## config.mk

```make
export PLATFORM = sky130hd
export DESIGN_NAME = serial_subtractor
export DESIGN_NICKNAME = d
export VERILOG_FILES = /design/src/rtl/serial_subtractor.sv
export SDC_FILE = /design/constraint.sdc
export NUM_CORES = 1
export LEC_CHECK = 0
export ABC_CLOCK_PERIOD_IN_PS = 1500
export CELL_PAD_IN_SITES_DETAIL_PLACEMENT = 1
export CELL_PAD_IN_SITES_GLOBAL_PLACEMENT = 2
export CORE_MARGIN = 10
export CORE_UTILIZATION = 34
export DETAILED_ROUTE_END_ITERATION = 8
export PLACE_DENSITY_LB_ADDON = 0.2
export SLEW_MARGIN = 5
export SYNTH_ARGS = -nofsm -noshare
export SYNTH_HDL_FRONTEND = slang
export SYNTH_SLANG_ARGS = --single-unit
```

## constraint.sdc

```tcl
create_clock -name clk -period 1.5 [get_ports clk]
set_input_delay 0.45 -clock clk [delete_from_list [all_inputs] [get_ports clk]]
set_output_delay 0.45 -clock clk [all_outputs]
set_load 0.02 [all_outputs]
```

## src/rtl/serial_subtractor.sv

```systemverilog
// Bit-serial subtractor: d = x - y, LSB first, one bit per clock.
// Ports: clk, rst (async, active-high), start, x, y -> busy, done, d, bo, ov.
//   start  request, sampled only while busy = 0
//   x, y   minuend / subtrahend, captured on the accepting edge
//   busy   high while an operation is running
//   done   one-cycle pulse when d / bo / ov update
//   d      (x - y) mod 2^W, held until the next done
//   bo     unsigned borrow-out (x < y)
//   ov     two's-complement overflow of x - y
module serial_subtractor #(
    parameter int W = 6
) (
    input  logic         clk,
    input  logic         rst,
    input  logic         start,
    input  logic [W-1:0] x,
    input  logic [W-1:0] y,
    output logic         busy,
    output logic         done,
    output logic [W-1:0] d,
    output logic         bo,
    output logic         ov
);

    localparam int CW = (W > 1) ? $clog2(W) : 1;

    typedef enum logic {
        IDLE = 1'b0,
        RUN  = 1'b1
    } state_t;

    state_t         state_q, state_d;

    logic [W-1:0]   xs_q, xs_d;
    logic [W-1:0]   ys_q, ys_d;
    logic [W-1:0]   ps_q, ps_d;
    logic           b_q, b_d;
    logic [CW-1:0]  i_q, i_d;

    // Operand sign bits, kept because xs/ys are shifted away.
    logic           xm_q, xm_d;
    logic           ym_q, ym_d;

    logic [W-1:0]   d_q, d_d;
    logic           bo_q, bo_d;
    logic           ov_q, ov_d;
    logic           done_q, done_d;

    logic           bit_a;
    logic           bit_c;
    logic           diff_bit;
    logic           borrow_nxt;
    logic           last_bit;
    logic [W-1:0]   res;

    assign bit_a      = xs_q[0];
    assign bit_c      = ys_q[0];
    assign diff_bit   = bit_a ^ bit_c ^ b_q;
    assign borrow_nxt = (~bit_a & bit_c) | (~(bit_a ^ bit_c) & b_q);
    assign last_bit   = (i_q == CW'(W - 1));

    // New difference bit enters from the MSB side; after W shifts
    // the first bit computed has reached bit 0.
    assign res = {diff_bit, ps_q[W-1:1]};

    always_comb begin
        state_d = state_q;
        xs_d    = xs_q;
        ys_d    = ys_q;
        ps_d    = ps_q;
        b_d     = b_q;
        i_d     = i_q;
        xm_d    = xm_q;
        ym_d    = ym_q;
        d_d     = d_q;
        bo_d    = bo_q;
        ov_d    = ov_q;
        done_d  = 1'b0;

        unique case (state_q)
            IDLE: begin
                if (start) begin
                    state_d = RUN;
                    xs_d    = x;
                    ys_d    = y;
                    ps_d    = '0;
                    b_d     = 1'b0;
                    i_d     = '0;
                    xm_d    = x[W-1];
                    ym_d    = y[W-1];
                end
            end
            RUN: begin
                xs_d = xs_q >> 1;
                ys_d = ys_q >> 1;
                ps_d = res;
                b_d  = borrow_nxt;
                i_d  = i_q + CW'(1);
                if (last_bit) begin
                    state_d = IDLE;
                    i_d     = '0;
                    d_d     = res;
                    bo_d    = borrow_nxt;
                    // Overflow only when operand signs differ and the
                    // result sign disagrees with the minuend sign.
                    ov_d    = (xm_q ^ ym_q) & (res[W-1] ^ xm_q);
                    done_d  = 1'b1;
                end
            end
            default: begin
                state_d = IDLE;
            end
        endcase
    end

    always_ff @(posedge clk or posedge rst) begin
        if (rst) begin
            state_q <= IDLE;
            xs_q    <= '0;
            ys_q    <= '0;
            ps_q    <= '0;
            b_q     <= 1'b0;
            i_q     <= '0;
            xm_q    <= 1'b0;
            ym_q    <= 1'b0;
            d_q     <= '0;
            bo_q    <= 1'b0;
            ov_q    <= 1'b0;
            done_q  <= 1'b0;
        end else begin
            state_q <= state_d;
            xs_q    <= xs_d;
            ys_q    <= ys_d;
            ps_q    <= ps_d;
            b_q     <= b_d;
            i_q     <= i_d;
            xm_q    <= xm_d;
            ym_q    <= ym_d;
            d_q     <= d_d;
            bo_q    <= bo_d;
            ov_q    <= ov_d;
            done_q  <= done_d;
        end
    end

    assign busy = (state_q == RUN);
    assign done = done_q;
    assign d    = d_q;
    assign bo   = bo_q;
    assign ov   = ov_q;

endmodule

```

==> metrics <==
Final Max Tran Viols 0; vias in the first global route 1123; dominant cell type by area after synthesis sky130_fd_sc_hd__dfrtp_1; count of placed standard cells including taps 196; final instance area 0.00184 mm²; number of synthesized flops with an enable pin 0; Clock H-tree levels 2; hold violation total from the final report 0; total negative setup slack 0 ns; critical path fanouts, max 2; Least-Margin Pin Slew 0.256 ns; achievable clock frequency 0.693 GHz; placer congestion estimate 0.703; total number of placement rows 23; number of buffers and inverters on the critical path 1; antenna cell count 0; initial antenna violation count 0; family with the most delay on the worst path flip-flops; leading cell types by count after synthesis sky130_fd_sc_hd__dfrtp_1 (33), sky130_fd_sc_hd__nand2_1 (18), sky130_fd_sc_hd__o21ai_0 (17), sky130_fd_sc_hd__mux2i_1 (13); Placeable Area 0.00403 mm²; number of distinct library cell variants in the gate-level netlist after synthesis 19; element type at the critical path end output pin; Clock Skew 0.00220 ns; horizontal extent of the die 84.9 µm; post-detailed-route via-to-cell ratio 4.76; cell count after synthesis 121; Buffers on Ports 24; routed len/inst 14.8 µm; area share of the largest cell type after synthesis 57.6%; Remaining DRCs 0; fin crit period 1.44 ns; ratio of total power to cell area 1880 mW/mm²; Critical-path top delay cell sky130_fd_sc_hd__dfrtp_1; r2r startpoint ys_q[0]; final WL 3.02 mm; Max-Slew Margin vs Limit 82.9%; Initial Util 35.6%; Num Clock Sinks 33; post-synthesis adder-cell area fraction 1.40%; worst r2r path cells 5; RSZ-0062 raised after global routing true; CP Capture Point d[2]; Synth-to-Final Area Change 28.3%; Skew-Pair Late Insertion Delay 0.28 ns; top flip-flop cell by instance count after synthesis sky130_fd_sc_hd__dfrtp_1; proportion of synthesized chip area in sequential cells 57.6%; non-filler instance count after layout 204; Worst Min Path Start bo; number of buffers inserted for hold repair after clock tree synthesis 0; clock input transition at the sequential cells of the worst setup and hold paths 0.06 ns; Boundary Pins 25; area fraction in compound gates after synthesis 7.42%; Register-to-Register Setup Slack 0.07 ns; reported max-cap violation count 0; initial DRC count 18; Synth Net Count 137; DP Area 0.00176 mm²; global-route wire length before repair 5.33 mm; Leak 0.891 nW; final cell utilization of the core 45.6%; outcome completed; type of the setup path with the least slack flip-flop to output pin; Synthesis Warnings 0; sort of element at the start of the critical path flip-flop; total routing usage reported by global routing 9.25%; syn avg cell area 11.8 µm²; vertical die dimension 84.9 µm; portion of the clock cycle consumed by the worst path in the final layout 96.2%; TritonCTS clock tree yes; HPWL Detailed 2.26 mm; ratio of cells with drive above 1 in the final layout 16.2%; largest net degree at the start of global routing 41; # nets final 169; clk root buf sky130_fd_sc_hd__clkbuf_8; most frequent cell after synthesis sky130_fd_sc_hd__dfrtp_1; post-synthesis cell area 0.00143 mm²; count of final setup violators 0; synthesized flop and latch total 33; Critical Path, Cell by Cell dlygate4sd2_1; post-synthesis simple-gate area fraction 11.0%; xor/xnor cell area share of the yosys netlist 0%; TritonCTS buffer count 5; Levels on crit path 1; highest cell delay on the worst timing path 0.38 ns; total iterations of the first detailed-routing run 2; Die Footprint 0.00721 mm²; dominant combinational cell family by area after synthesis multiplexers; fraction of synthesized area in multiplexers 18.3%; Worst EP arrival 0.99 ns; beginning of the critical path d[2]; post-detailed-route count of antenna-violating nets 0; leading post-synthesis cells by cell area sky130_fd_sc_hd__dfrtp_1 (58%), sky130_fd_sc_hd__mux2i_1 (9.1%), sky130_fd_sc_hd__o21ai_0 (5.9%); Reg-to-Reg End ov; fraction of registers with async set/reset 100%; post-CTS setup buffer count 0; Congestion Overflow GR 0; worst hold-check path type flip-flop to flip-flop; peak supply drop 0.662 mV; Vias 972; Bufs on Longest Clock Path 2; endpoint required time on the critical path 1.05 ns
-- worst min path at each step --
| stage | depth (start not counted) | slack (ns) | to |
|---|---|---|---|
| final | 2 | 0.48 | bo |
| after global routing | 3 | 0.51 | ps_q[5] |
| after detailed placement | 2 | 0.48 | bo |
| after global placement | 2 | 0.46 | ys_q[0] |
| after CTS | 2 | 0.49 | bo |
| after floorplan | 2 | 0.45 | xs_q[1] |
-- layer usage --
metal	vias to the layer above	wire (µm)	share of wire, %	track usage (%)
met5	-	0	0	0
met1	481	1150	38	9.40
met2	18	1610	53	15.4
met3	6	208	6.9	4.78
li1	467	-	-	-
met4	0	54	1.8	4.49
-- cell type report --
class / instances / area (µm²)
Fill cell: 443 / 2190
Multi-Input combinational cell: 77 / 548
Timing Repair Buffer: 32 / 307
Inverter: 4 / 15.0
Tap cell: 50 / 62.6
Clock buffer: 8 / 80.1
Sequential cell: 33 / 826
-- placed cells by master, fill, tap and decap left out, types with 2 or more instances in the layout --
cell / synthesis / layout
sky130_fd_sc_hd__dfrtp_1: 33 / 33
sky130_fd_sc_hd__nand2_1: 18 / 18
sky130_fd_sc_hd__o21ai_0: 17 / 16
sky130_fd_sc_hd__clkdlybuf4s50_1: 0 / 14
sky130_fd_sc_hd__mux2i_1: 13 / 13
sky130_fd_sc_hd__dlygate4sd2_1: 0 / 8
sky130_fd_sc_hd__nor2_1: 6 / 6
sky130_fd_sc_hd__nand2b_1: 6 / 6
sky130_fd_sc_hd__buf_4: 2 / 6
sky130_fd_sc_hd__mux2_2: 5 / 5
sky130_fd_sc_hd__mux2_4: 5 / 5
sky130_fd_sc_hd__clkbuf_8: 0 / 5
sky130_fd_sc_hd__inv_1: 4 / 4
sky130_fd_sc_hd__clkbuf_1: 0 / 3
sky130_fd_sc_hd__clkdlybuf4s15_1: 0 / 2
-- metrics by stage --
stage,total power [mW],worst slack (ns),hold WS (ns)
final,3.45,0.0569,0.483
after global routing,3.77,-0.00390,0.515
after CTS,3.50,0.00625,0.489
after detailed placement,2.93,-0.165,0.478
after global placement,2.84,-0.153,0.459
after floorplan,2.41,0.131,0.449
-- state kept, by name, indices dropped and copies added, names as in the netlist --
| register | cells |
|---|---|
| d | 6 |
| bo | 1 |
| ps_q | 5 |
| xs_q | 6 |
| ov | 1 |
| xm_q | 1 |
| done | 1 |
| i_q | 3 |
| ym_q | 1 |
| ys_q | 6 |
| busy | 1 |
| b_q | 1 |
-- report_power, final --
group	switching, mW	total, mW	internal, mW
clock	0.310	0.639	0.329
combinational	0.677	1.34	0.661
sequential	0.225	1.47	1.25
total	1.21	3.45	2.24
-- what timing repair did --
action	4_1_cts	5_1_grt
gates resized for setup	10	5
pin swaps	1	0
gates cloned	0	0
setup endpoints to repair	11	8
-- kinds of logic (layout without fill, tap and decap cells) --
group	Yosys count	in the layout
DFF	33	33
and+or+nand+nor	33	33
buffers and inverters	11	44
adders and majority gates	1	1
muxes	23	23
AOI/OAI and AO/OA	20	20
Note: power is estimated with default switching activity, not from simulation.
